===== config.mk =====
export PLATFORM = sky130hd
export DESIGN_NAME = csi2_packet_tx
export DESIGN_NICKNAME = d
export VERILOG_FILES = /design/src/rtl/csi2_packet_tx.sv
export SDC_FILE = /design/constraint.sdc
export NUM_CORES = 1
export LEC_CHECK = 0
export ABC_AREA = 1
export BUFFER_PORTS_ARGS = -buffer_cell sky130_fd_sc_hd__clkbuf_2
export CELL_PAD_IN_SITES_DETAIL_PLACEMENT = 1
export CELL_PAD_IN_SITES_GLOBAL_PLACEMENT = 2
export CORE_MARGIN = 2
export CORE_UTILIZATION = 30
export CTS_BUF_LIST = sky130_fd_sc_hd__clkbuf_8
export DETAILED_ROUTE_END_ITERATION = 10
export PLACE_DENSITY = 0.82
export SLEW_MARGIN = 20
export SYNTH_ARGS = -nofsm -noshare
export SYNTH_HDL_FRONTEND = slang
export SYNTH_SLANG_ARGS = --single-unit

===== constraint.sdc =====
create_clock -name clk -period 4.9 [get_ports clk]
set_input_delay 0.98 -clock clk [delete_from_list [all_inputs] [get_ports clk]]
set_output_delay 0.98 -clock clk [all_outputs]
set_load 0.05 [all_outputs]

===== src/rtl/csi2_packet_tx.sv =====
// csi2_packet_tx: 2-lane CSI-2 framer emitting FS, per-line long packets and FE as registered HS byte pairs
module csi2_packet_tx #(
    parameter int         WORD_COUNT = 640,
    parameter int         LINES      = 480,
    parameter logic [5:0] DATA_TYPE  = 6'h2A,
    parameter logic [1:0] VC         = 2'd0,
    parameter int         LINE_GAP   = 16,
    parameter int         FRAME_GAP  = 64
) (
    input  logic        clk,
    input  logic        reset,
    input  logic        enable,
    input  logic [15:0] pix_data,
    input  logic        pix_valid,
    output logic        pix_ready,
    output logic [15:0] lane_data,
    output logic        lane_hs,
    output logic        frame_act,
    output logic [15:0] frame_num,
    output logic        underrun
);
    localparam logic [15:0] WC_LINE   = 16'(WORD_COUNT);
    localparam logic [15:0] LAST_BEAT = 16'(WORD_COUNT / 2 - 1);
    localparam logic [15:0] LAST_LINE = 16'(LINES - 1);
    localparam logic [15:0] LAST_LGAP = 16'(LINE_GAP - 1);
    localparam logic [15:0] LAST_FGAP = 16'(FRAME_GAP - 1);

    typedef enum logic [2:0] {IDLE, SYNC, HDR0, HDR1, PAYLOAD, CRC, GAP} state_t;
    typedef enum logic [1:0] {PKT_FS, PKT_LINE, PKT_FE} pkt_t;

    state_t      state;
    pkt_t        pkt;
    logic [15:0] line_cnt, cnt, crc, wc, beat, crc_next, frame_inc;
    logic [7:0]  di, ecc;
    logic        gap_done;

    function automatic logic [15:0] crc_byte(input logic [15:0] c, input logic [7:0] b);
        logic [15:0] r;
        r = c;
        for (int i = 0; i < 8; i++)
            r = (r[0] ^ b[i]) ? (r >> 1) ^ 16'h8408 : r >> 1;
        return r;
    endfunction

    // Each mask selects the header bits feeding one Hamming parity bit P0..P5
    function automatic logic [7:0] ecc_of(input logic [23:0] d);
        return {2'b00, ^(d & 24'hEFFC00), ^(d & 24'hDF03F0), ^(d & 24'hB8E38E),
                ^(d & 24'h749A6D), ^(d & 24'hF2555B), ^(d & 24'hF12CB7)};
    endfunction

    assign di        = {VC, pkt == PKT_LINE ? DATA_TYPE : {5'd0, pkt == PKT_FE}};
    assign wc        = pkt == PKT_LINE ? WC_LINE : frame_num;
    assign ecc       = ecc_of({wc, di});
    assign beat      = pix_valid ? pix_data : 16'h0000;
    assign crc_next  = crc_byte(crc_byte(crc, beat[7:0]), beat[15:8]);
    assign frame_inc = frame_num == 16'hFFFF ? 16'h0001 : frame_num + 16'd1;
    assign gap_done  = cnt == (pkt == PKT_FE ? LAST_FGAP : LAST_LGAP);
    assign pix_ready = state == PAYLOAD;

    always_ff @(posedge clk or posedge reset) begin
        if (reset) begin
            state     <= IDLE;
            pkt       <= PKT_FS;
            line_cnt  <= '0;
            cnt       <= '0;
            crc       <= 16'hFFFF;
            lane_data <= '0;
            lane_hs   <= 1'b0;
            frame_act <= 1'b0;
            frame_num <= '0;
            underrun  <= 1'b0;
        end else begin
            lane_hs   <= state inside {SYNC, HDR0, HDR1, PAYLOAD, CRC};
            lane_data <= state == SYNC    ? 16'hB8B8 :
                         state == HDR0    ? {wc[7:0], di} :
                         state == HDR1    ? {ecc, wc[15:8]} :
                         state == PAYLOAD ? beat :
                         state == CRC     ? crc : 16'h0000;
            underrun  <= state == PAYLOAD && !pix_valid;
            // Falls once the FE header has left the lanes
            frame_act <= (state == SYNC && pkt == PKT_FS) || (frame_act && !(state == GAP && pkt == PKT_FE));
            case (state)
                IDLE: if (enable) begin
                    state     <= SYNC;
                    pkt       <= PKT_FS;
                    line_cnt  <= '0;
                    frame_num <= frame_inc;
                end
                SYNC: state <= HDR0;
                HDR0: state <= HDR1;
                HDR1: begin
                    state <= pkt == PKT_LINE ? PAYLOAD : GAP;
                    cnt   <= '0;
                    crc   <= 16'hFFFF;
                end
                PAYLOAD: begin
                    cnt <= cnt + 16'd1;
                    crc <= crc_next;
                    if (cnt == LAST_BEAT) state <= CRC;
                end
                CRC: begin
                    state <= GAP;
                    cnt   <= '0;
                end
                GAP: begin
                    cnt <= cnt + 16'd1;
                    if (gap_done) begin
                        cnt <= '0;
                        if (pkt != PKT_FE) begin
                            state    <= SYNC;
                            pkt      <= pkt == PKT_LINE && line_cnt == LAST_LINE ? PKT_FE : PKT_LINE;
                            line_cnt <= pkt == PKT_LINE ? line_cnt + 16'd1 : '0;
                        end else if (enable) begin
                            state     <= SYNC;
                            pkt       <= PKT_FS;
                            line_cnt  <= '0;
                            frame_num <= frame_inc;
                        end else begin
                            state <= IDLE;
                        end
                    end
                end
                default: state <= IDLE;
            endcase
        end
    end
endmodule

* Word level (Yosys, flattened, before mapping)
Cells that the tools add are included.
** Word-level totals
- Word-level logic and storage cells :: 136
- Output and inout bits :: 36
- Register bits after elaboration :: 88
** Operators by class
- Bitwise operators :: 32
- Eq/ne operators :: 17
- Reduce and logical (&&, ||, !) cells :: 24
- Mux-type cells :: 50
- $add $sub $neg :: 3
** Operators by type and width (count)
- 16-bit 2-to-1 mux :: 32
- 24-bit parity :: 6
- 16-bit one-hot mux with 2 select lines :: 3
- 16-bit by 1-bit adder with 16-bit output, second input constant :: 3
- 2-bit NOT with 3-bit output :: 16
- 16-bit one-hot mux with 3 select lines :: 1
- 16-bit by 9-bit == test with 1-bit output, second input constant :: 2
- 3-bit one-hot mux with 7 select lines :: 1
- 16-bit == test, second input constant :: 1
- 16-bit by 6-bit == test with 1-bit output :: 1
- 1-bit bitwise XOR :: 16
- 6-bit 2-to-1 mux :: 2
- 2-bit 2-to-1 mux :: 5
- 3-bit == test, second input constant :: 3
- 3-bit 2-to-1 mux :: 3
- 2-bit != test, second input constant :: 4
- 3-bit by 2-bit == test with 1-bit output, second input constant :: 2
- 3-bit AND reduction :: 2
- 1-bit logical AND :: 5
- 5-bit nonzero test :: 1
- 2-bit one-hot mux with 2 select lines :: 1
- 2-bit nonzero test :: 2
- 3-bit by 1-bit == test with 1-bit output, second input constant :: 1
- 3-bit logical NOT :: 1
- 10 further kinds :: 12

* Depth between registers and ports, before layout
Gate-level depths: netlist of run 1.
- Depth after elaboration :: 34
- Mapped depth :: 16

* Worst setup path before layout of run 1
Ideal clock, no wire load.
- Path kind :: reg-to-output
- Start point :: reg state[0]
- End point :: out pix_ready
- Stages on the path, launching flop included :: 5
- Setup slack :: 2.487 ns
- Data arrival time :: 1.433 ns
- Cell sequence :: dfrtp_1 nor2_1 nand2_1 inv_2 clkbuf_1
** Between the ends
- Word-level cells in the longest chain between the ends :: 1
** Ends and longest elaborated chain
- start, declared :: line 31 : state_t state;
- start signal, assigned :: line 92 : state <= pkt == PKT_LINE ? PAYLOAD : GAP;
- 3-bit == test :: line 58 : assign pix_ready = state == PAYLOAD;
- end, declared :: line 15 : output logic pix_ready,
No other way between the ends.

* Worst setup path after layout of run 1
Same ends and word-level chain as after synthesis.

==> results summary, run 1 <==
The critical path is of the register to output port type. The maximum count of clock buffers along a single path came out at 2. The initial utilization of the core area, before any placement, comes to just over 30%. Synthesis produced a netlist whose cell count is a little under 900. The number of DRC markers in iteration 0 came out at roughly 280. The static leakage came out at around 3.4 nW. Sorting the synthesized cells by how often they occur yields nand2_1, inv_1, nand3_1. The number of max-slew violations in the final report came out at 0. Setup violations remaining at the end of the flow were counted as 0. Synthesis inferred between 80 and 90 register bits. The number of filler instances in the final layout is 2,628.

After floorplanning, the core was divided into 52 placement rows. The post-route fraction of the period consumed by the critical path came out at 70.39%. The quantity of I/O buffers inserted on ports is between 50 and 60.

The arrival time of data at the critical path endpoint is about 2500 ps. The total grt overflow came out at 0. VDD sags by at most 0.0002724 V. The clock net in this run drives a total of 88 sinks. The clock tree synthesis step divided the H-tree into 3 levels.

Detailed placement finished with a half-perimeter wire length of 14,540 um. The number of antenna violations at the first check in global routing is 0. In this run the worst hold path is classified as register to register. After routing, the total negative slack on setup checks comes to 0 ps. The total power of the final layout is approximately 0.0045 W. The die is between 100 and 150 um tall.

The number of hold violations in the final report is 0. The weighted congestion reported at the end of routability-driven placement is 0.8173. The average wire per cell in the routed design came out at between 15 and 20 um. The total length of routed wires is around 19,000 um. Gates resized during post-CTS repair numbered 0. The clock transition at the registers of the reported paths came out at roughly 100 ps.

STA classifies the critical path startpoint as a register. Timing analysis after detailed placement gives a worst setup slack of 1879 ps. Counting every net in the synthesized netlist gives 909.

Summing all placed instances gives a cell area of approximately 6600 sq um. Dividing total power by cell area gives a power density of between 600 and 700 nW/um^2. The pin count of the biggest net entering global routing came out at slightly above 60. The maximum operating frequency is about 290 MHz. The area inside the core boundary came out at slightly above 20,000 sq um. The per-instance average area after synthesis is between 6 and 7 sq um. In this run the cell area of the synthesized design comes to 6145 sq um. The CTS tree is done. The required time of the critical path is just under 4000 ps. Before antenna repair, the detailed router went through 5 iterations. The top cell type by area accounts for slightly below 30% of the synthesized area.

The overall routing resource usage came out at around 18%. In this run, CTS created clock tree buffers numbering 9. In this run, synthesis inferred 0 flip-flops with an integrated enable. In this run the clock root is driven by a clkbuf_8. The die is between 100 and 150 um wide.

Setup repair after global routing left no endpoint under its margin. The post-synthesis cell type count is between 40 and 50. With fillers left out, the area of the finished cells amounts to around 6800 sq um.

The number of global-route vias before repair is 5,864. After synthesis, the cell types taking the most area are dfrtp_1, nand2_1, inv_1. Using the TritonRoute via totals, the vias-per-cell ratio works out to approximately 4.9. The most common flop cell mapped by yosys is dfrtp_1.

The later pin in the worst-skew pair is clocked with a latency of 400 ps. The worst slew margin relative to its limit is 40.19%. The post-layout worst setup margin is between 1000 and 1500 ps.

The most common cell in the synthesized netlist is nand2_1. The growth of design area from synthesis to finish is 11.42%. Once the clock tree was built, the setup fixing pass inserted 0 buffers. The global-route wire length before repair came out at about 32,000 um. The count of vias placed by the detailed router came out at slightly below 6,000. The detail route stage leaves a number of antenna-violating nets equal to 0.

The smallest clock period supported by the final layout is computed as 3449 ps. The yosys synthesis warning count is 0. For this run, design rule violations remaining after detail routing come to 0.

The sort of element at the end of the critical path is an output port. The antenna diode count is 0. The number of top-level pins is 56. The actual slew at the worst max-slew pin is just under 900 ps. The final layout contains about 960 nets. The proportion of layout cells with a drive suffix above 1 is 15.90%. The max-capacitance violation count came out at 0. Summed over all instances, the cell type with the most area after synthesis is dfrtp_1. The die outline area is between 20,000 and 25,000 sq um. The run finished with clean final reports.

Clock skew on the completed layout was measured at ~14 ps. The share of the Yosys chip area taken by registers is between 30% and 40%. The core occupancy in the finished layout is between 30% and 40%.

Counting flops with an async set or reset pin after synthesis yields a share of 100.0%. Hold repair after CTS inserted 0 buffers. The largest fanout on the critical path came out at 23.
-- cells in the final DEF (no fill, tap or decap), drive strengths merged, types with 6 or more instances in the layout --
| cell | Yosys | final |
|---|---|---|
| a21oi | 27 | 27 |
| a31oi | 6 | 6 |
| clkbuf | 8 | 65 |
| dfrtp | 72 | 72 |
| dfstp | 16 | 16 |
| inv | 131 | 132 |
| nand2 | 267 | 267 |
| nand3 | 87 | 87 |
| nand4 | 12 | 12 |
| nor2 | 79 | 79 |
| nor3 | 15 | 15 |
| o21ai | 56 | 56 |
| o221ai | 8 | 8 |
| o22ai | 13 | 13 |
| xnor2 | 6 | 6 |
| xor2 | 37 | 37 |
-- worst max-delay path, stage by stage, from the launching register on --
cell      delay [ps]
dfrtp_1          450
nor2_1           180
nand2_1          540
inv_2            540
clkbuf_2         350
-- cells by family (layout without fill, tap and decap cells) --
logic type	count (synthesis)	after routing	synth area share, %
XOR/XNOR	43	43	6.496
AND/OR/NAND/NOR	472	472	34.33
buffers and inverters	155	206	10.26
AO/OA/AOI/OAI	125	125	12.14
adder cells (fa/ha/maj)	3	3	0.6109
flip-flops	88	88	36.16
-- layer usage --
layer  part of all wire [%]  GRT usage, %  up-vias
li1                       -             -     2948
met3                    2.4         1.988       12
met1                     51         27.11     2866
met5                      0             0        -
met2                     45         28.62       75
met4                    1.3         5.481        0
-- flip-flops by register name, summed over array words and instances (netlist names) --
signal and flops:
cnt 16, crc 16, frame_num 16, lane_data 16, line_cnt 16, state 3
pkt 2, frame_act 1, lane_hs 1, underrun 1
-- path summary, 6_finish.rpt --
kind                        startpoint             to  cells past startpoint  slack (ps)
setup / recovery              state[0]      pix_ready                      4        1450
hold / removal             line_cnt[0]    line_cnt[0]                      1         520
setup reg to reg              state[0]        lane_hs                      5        2340
hold reg to reg            line_cnt[0]    line_cnt[0]                      1         520
max in group asynchronous        reset  frame_num[10]                      3        3110
min in group asynchronous        reset   lane_data[7]                      2         580
-- per-stage QoR --
| step | hold WS (ps) | cells |
|---|---|---|
| floorplan | 470.2 | 886 |
| global placement | 492.0 | 1191 |
| detailed placement | 508.8 | 1191 |
| CTS | 522.7 | 1207 |
| global route | 543.3 | 1207 |
| finish | 518.1 | 1207 |
-- where the power goes --
group	internal, W	leakage, nW	total [W]	switching (W)
clock network	0.000252	0.103	0.000565	0.000313
logic	0.000760	2.22	0.00270	0.00194
registers	0.000999	1.12	0.00126	0.000262
total	0.00201	3.45	0.00453	0.00251
-- area by class of cell --
cell class	instances	area (sq um)	share of cell area (%)
Timing Repair Buffer	57	290.3	4.240
Clock buffer	10	137.6	2.010
Sequential cell	88	2222	32.46
Multi-Input combinational cell	643	3292	48.08
Clock inverter	6	65.06	0.9503
Inverter	133	501.7	7.328
Tap cell	270	337.8	4.934
No activity file was read; power rests on OpenSTA's default activity.
==> run 2, diff against run 1 <==
ABC_AREA = 0   (was 1)
PLACE_DENSITY = 0.8   (was 0.82)
clock period = 3.13 ns   (was 4.9 ns; I/O delays follow)
==> run 2 against run 1 <==
  * Synthesized cell count is 26% lower
  * Flip-flop and latch count unchanged
  * Critical path depth grew 3
  * Non-clock buffer count rose by 9
  * Synthesized area shrank 5.9%
  * First-iteration DRC count down 3.3%
  * Highest routed layer is now met5
  * Core utilization grew 0.73 points
  * Wire length is 8.1% lower
  * Cell area shrank 4.6%
  * Critical path type is now register to register
  * Total power grew 37%
==> results summary, run 2 <==
The final setup violation count is 0. The adder-cell share of the synthesized area is less than 1%. The shortest clock period the worst path allows after layout came out at between 2000 and 3000 ps. The mux contribution to synthesized area is less than 1%.

The starting density of the core is between 30% and 40%. The post-synthesis cell type count is 63. The mean number of vias per cell is about 5.2. Yosys mapped a number of flops with a built-in enable equal to 0.

The number of global-route vias before repair is 5,271. Synthesis produced a netlist with a net count of 681. Counting every sink on the clock net gives 88. Setup repair after global routing left no endpoint under its margin. The library cell with the largest summed area after synthesis is dfrtp_1. After legalization and detailed placement, the total HPWL measured 12,970 um. The die covers ~20,000 sq um. The layout net count is slightly above 700. The yosys synthesis warning count is 0. The max-capacitance violation count is 0. The site row count came out at 50. The count of vias placed by the detailed router came out at between 4,000 and 5,000. On the critical path, the stage with the largest delay is an instance of dfrtp_1. The first global-routing pass estimated ~29,000 um of wire. The worst-case clock skew came out at about 9 ps. The critical path in this run is classified as register to register. The weighted congestion reported at the end of routability-driven placement came out at 0.8208. The number of instances in the synthesized netlist is 658.

Buffers inserted to repair hold after CTS numbered 0. The number of filler instances in the final layout is ~2,200. The die height came out at between 100 and 150 um.

The growth of design area from synthesis to finish came out at 12.87%. Of the cells placed in the final design, the portion with a size suffix greater than 1 is 16.98%. The quantity of I/O buffers inserted on ports came out at 55. The fraction of registers with async set or reset after synthesis came out at between 90% and 100%. CTS placed an instance of clkbuf_8 at the clock tree root. At the worst endpoint, the required time is approximately 3400 ps. The pin count of the biggest net entering global routing came out at 50. The final critical path takes up between 80 and 90% of the cycle. The run finished with clean final reports. The average wire per cell in the routed design came out at about 18 um. The number of resized instances in the post-cts repair step is 0. The actual slew at the worst max-slew pin came out at 784.5 ps. The synthesized-area fraction occupied by and/or/nand/nor cells came out at around a fifth.

The width of the die came out at about 140 um. The biggest cell delay along the critical path is roughly 610 ps. The post-synthesis cell area is roughly 5800 sq um. The largest fanout on the critical path is 15. The clock transition at the registers of the reported paths is approximately 90 ps. The synthesized-area fraction occupied by ao, oa, aoi and oai cells came out at ~18%.

The clock reaches the later pin of the worst-skew pair after between 300 and 400 ps. The static leakage came out at 2.801 nW. The type of the worst min-delay path is primary input to async pin. The number of non-filler instances in the completed layout is about 960. The maximum count of clock buffers along a single path is 2.

The commonest cells after synthesis are nand2_1, dfrtp_1, xnor2_1. The post-layout worst setup margin came out at around 590 ps. The number of buffer and inverter stages on the critical path came out at 0. The area inside the core boundary is 18,830 sq um. Global routing finished with a remaining overflow of 0. The main combinational cell family by area after synthesis is simple AND/OR/NAND/NOR gates. The number of max-slew violations in the final report came out at 0.

The number of top-level pins came out at 56. The antenna violation net count after detailed routing came out at 0. The most common library cell in the layout ignoring fill and taps is nand2_1.

The kind of cell with the highest combined delay along the critical path is simple AND/OR/NAND/NOR gates. The arrival time of data at the critical path endpoint came out at between 2000 and 3000 ps. In the layout the commonest cells are nand2_1, dfrtp_1, xnor2_1. Ranked by total cell area, the synthesized netlist is headed by dfrtp_1, xnor2_1, dfstp_2. The signal on the critical path passes through nand2b_4, or4_4, o21ai_2, nand2_2, or4_4, o21ai_2, o31ai_2. The most used flip-flop cell after synthesis is dfrtp_1. The worst pin sits at a relative slew slack of 47.70%. The flip-flop and latch count after synthesis is slightly below 90. The power per unit of standard cell area came out at ~950 nW/um^2. Counting the buffers created by CTS gives 9. Once the clock tree was built, the setup fixing pass inserted 0 buffers. After the first detailed-routing iteration, the DRC count stood at roughly 270.

OpenSTA, run right after detailed placement, puts the worst setup slack at 482.9 ps. Adding up every negative setup slack in the final design gives 0 ps. Among all cell types in the netlist, the one instantiated most often is nand2_1. The final layout contains routed wiring with a total length of 17,650 um. The register area share after synthesis is 38.42%. For this run, design rule violations remaining after detail routing come to 0. The number of hold violations in the final report is 0. STA classifies the critical path endpoint as a register.

The antenna diode count is 0. The area share of the largest cell type after synthesis came out at a little over 30%. The number of antenna violations at the first check in global routing is 1. In the global route stage, overall resource usage came out at between 15 and 20%.

The depth of the CTS H-tree came out at 3. The first-pass iteration count of the detailed router is 5. Each instance of the synthesized netlist takes up on average 8.791 sq um. The xor and xnor area share after synthesis came out at between 10% and 20%. TritonCTS built the clock tree.

For this run, the top clock speed supported by timing is a little under 400 MHz. STA classifies the critical path startpoint as a register. The worst-case hold slack is roughly 330 ps.

The number of placed instances, taps included came out at 939. The worst IR drop on VDD is roughly 0.0003 V.
==> run 2: changes by cell type after synthesis, moves of 7 or more <==
cell      previous run  this run
o221ai_1             8         1
inv_1              121        11
and3_1               0        18
nand2_1            237        77
nand3_1             85        19
a22oi_1              2        10
xnor2_1              6        61
and2_1               0         8
nor2_1              72        46
inv_2               10         0
a21oi_1             26        39
nand2_2             25         1
clkbuf_1             7        33
==> run 2: final cells by class <==
cell class | instances | area (sq um) | share of cell area [%]
clock buffers | 10 | 137.6 | 2.108
clock inverters | 6 | 83.83 | 1.284
inverters | 11 | 42.54 | 0.6516
multi-input cells | 514 | 3332 | 51.03
flip-flops and latches | 88 | 2222 | 34.04
well taps | 260 | 325.3 | 4.983
repair buffers | 66 | 385.4 | 5.903
==> run 2: metal layers <==
layer	vias to the layer above	wire length, um	track usage, %
li1	2362	-	-
met1	2486	8185	24.41
met2	76	8494	29.33
met3	30	576	3.253
met4	2	370	6.357
met5	-	19	0
==> run 2: per-stage QoR <==
step           util, %  instance area [sq um]  total power [W]
6_report         34.67                   6529         0.006177
5_1_grt          34.67                   6529         0.006603
4_1_cts          34.65                   6525         0.006227
3_5_place_dp     33.48                   6304         0.005278
3_3_place_gp     33.48                   6304         0.005178
2_1_floorplan        -                   5784         0.004382
==> run 2: logic make-up after synthesis <==
| family | count (synthesis) |
|---|---|
| XOR/XNOR | 108 |
| flip-flops | 88 |
| AO/OA/AOI/OAI | 173 |
| multiplexers | 3 |
| buffers and inverters | 56 |
| adder cells (fa/ha/maj) | 3 |
| AND/OR/NAND/NOR | 227 |
==> run 2: final timing paths <==
check,slack (ps),cells after the start,endpoint,start
max,590,7,frame_num[15],pkt[1]
min,330,2,lane_hs,reset
max reg2reg,590,7,frame_num[15],pkt[1]
min reg2reg,490,1,line_cnt[15],line_cnt[15]
max in group asynchronous,2030,3,crc[7],reset
min in group clk,490,1,line_cnt[15],line_cnt[15]
==> run 2: where the power goes <==
group | internal (W) | total [W] | switching (W) | leakage, nW
Combinational | 0.00129 | 0.00341 | 0.00213 | 1.56
Clock | 0.000468 | 0.000922 | 0.000455 | 0.110
Sequential | 0.00147 | 0.00184 | 0.000374 | 1.13
==> run 3, diff against run 2 <==
clock period = 2.1 ns   (was 3.13 ns; I/O delays follow)
==> run 3 against run 2 <==
  * First-iteration DRC count decreased by 21%
  * Maximum frequency grew 21%
  * Core utilization grew 4.0 points
  * Critical endpoint unchanged
  * Largest power group unchanged
==> results summary, run 3 (synthesized netlist as in run 2, its figures left out) <==
After the first detailed-routing iteration, the DRC count stood at 212. Leaving out fill and tap cells, the most frequent cell in the layout is buf_4. The total grt overflow is 0. The worst setup path is launched from a register. Setup violations remaining at the end of the flow were counted as 0. The starting density of the core came out at 30.72%. The arrival time of data at the critical path endpoint is between 2000 and 2500 ps. The maximum count of clock buffers along a single path is 2.

The number of antenna violations at the first check in global routing came out at 0. After clock tree synthesis, the clock-pin slew on the worst setup and hold paths is 100 ps. In the layout the commonest cells are buf_4, nand2_1, dfrtp_1.

The flow ran to the end, and the final reports show no timing, DRC or antenna violations. Across the run, the number of max-cap violations was 0. The worst IR drop on VDD is roughly 0.00054 V. In the final design database the tool counted 791 nets. The total power of the final layout came out at approximately 0.010 W. The worst slew margin relative to its limit came out at a little over half. The sort of element at the end of the critical path is a register.

The final sum of negative setup slack came out at 0 ps. The CTS tree is done. The antenna diode count is 0. Counting every sink on the clock net gives between 80 and 90. For the pin with the worst max-slew slack, the measured transition is 693.3 ps. The pin count of the biggest net entering global routing is between 50 and 60. The number of global-route vias before repair came out at between 5,000 and 6,000. The weighted congestion reported at the end of routability-driven placement came out at between 0.8 and 0.9. The site row count came out at 50. The number of hold violations in the final report came out at 0. 56 I/O pins were placed. The routed design has 18,460 um of wire. In this run the worst hold path is classified as primary input to register.

The critical path is of the register to register type. Dividing the detail-routed wire length by the instance count gives roughly 18 um. The mean number of vias per cell is just over 5. The count of vias placed by the detailed router is 5,255. The worst-case clock skew is 9.455 ps. The die outline area came out at ~20,000 sq um.

Buffers inserted during clock tree synthesis total 9. The cell area after placement came out at about 7000 sq um. The later-pin clock latency in the skew report is about 380 ps. The first detailed-routing pass ran for 4 iterations. In this run the power density over the cells is roughly 1400 nW/um^2. Of the cells placed in the final design, the portion with a size suffix greater than 1 is around 28%. The maximum operating frequency came out at 477.8 MHz. The first global-routing pass estimated roughly 30,000 um of wire. Data on the critical path is required at its endpoint by 2370 ps.

Cells fill ~39% of the core in the end. The number of max-slew violations in the final report came out at 0. The growth of design area from synthesis to finish is 25.91%. The area inside the core boundary came out at roughly 19,000 sq um. The die height is 142.9 um.

The shortest clock period the worst path allows after layout came out at approximately 2100 ps. The cell sitting at the root of the clock tree is a clkbuf_8. The depth of the CTS H-tree came out at 3.

The overall routing resource usage came out at between 10% and 20%. The largest fanout on the critical path came out at 4. The static leakage came out at 3.241 nW. In this run the horizontal extent of the chip is 142.9 um.

The quantity of I/O buffers inserted on ports came out at 55. Summing all non-filler instances in the final layout gives an area of approximately 7300 sq um. The post-route fraction of the period consumed by the critical path is between 90% and 100%. The antenna violation net count after detailed routing is 0. Setup repair after global routing could not meet its margin everywhere. The HPWL after detailed placement came out at approximately 14,000 um. The number of remaining DRC errors came out at 0.
[run 3: changes by cell type in the layout (fill, tap and decap cells not counted), sizes merged]
cell	delta
clkinvlp	+1
bufinv	+1
buf	+77
dlygate4sd3	+1
clkinv	-2
[run 3: what timing repair did]
| action | CTS | global route |
|---|---|---|
| gates resized for setup | 8 | 28 |
| endpoints found under the hold margin | 3 | 0 |
| cloned | 0 | 0 |
| setup endpoints to repair | 25 | 35 |
| pin swaps | 1 | 6 |
| setup buffers | 3 | 5 |
| hold buffers | 1 | 0 |
[run 3: final timing paths]
kind	start	to	slack, ps	depth (start not counted)
max	pkt[0]	frame_num[15]	7	7
min reg2reg	line_cnt[15]	line_cnt[15]	490	1
min in group asynchronous	reset	lane_data[8]	540	3
max in group asynchronous	reset	crc[6]	870	4
max reg2reg	pkt[0]	frame_num[15]	7	7
min	pix_valid	underrun	380	2
[run 3: worst max-delay path, stage by stage, from the launching register on]
cell and delay [ps]:
dfrtp_1 390, nand2b_4 140, or4_4 520, o21ai_4 190
nand2_4 90, or4_4 440, o21ai_2 130, o31ai_2 70
[run 3: per-stage QoR]
step,hold slack (ps),instances,worst slack [ps]
6_report,377.9,1033,6.956
3_5_place_dp,404.4,1008,-158.7
3_3_place_gp,408.6,1008,-98.30
4_1_cts,359.1,1028,1.924
2_1_floorplan,440.2,658,-53.29
5_1_grt,383.8,1033,-60.81
[run 3: power by group]
group | internal [W] | switching (W)
Sequential | 0.00219 | 0.000386
Combinational | 0.00257 | 0.00355
Clock | 0.000828 | 0.000702
[run 3: layout make-up]
class | count | area [sq um]
flip-flops and latches | 88 | 2226
clock inverters | 6 | 113.9
well taps | 260 | 325.3
fillers | 2222 | 11550
repair buffers | 144 | 988.4
inverters | 11 | 45.04
multi-input cells | 514 | 3447
clock buffers | 10 | 137.6
[run 3: layer usage]
metal | wire [um] | up-vias | track usage, %
li1 | - | 2519 | -
met1 | 8559 | 2635 | 24.09
met2 | 9114 | 77 | 31.33
met3 | 453 | 24 | 2.951
met4 | 331 | 0 | 5.159
met5 | 0 | - | 0
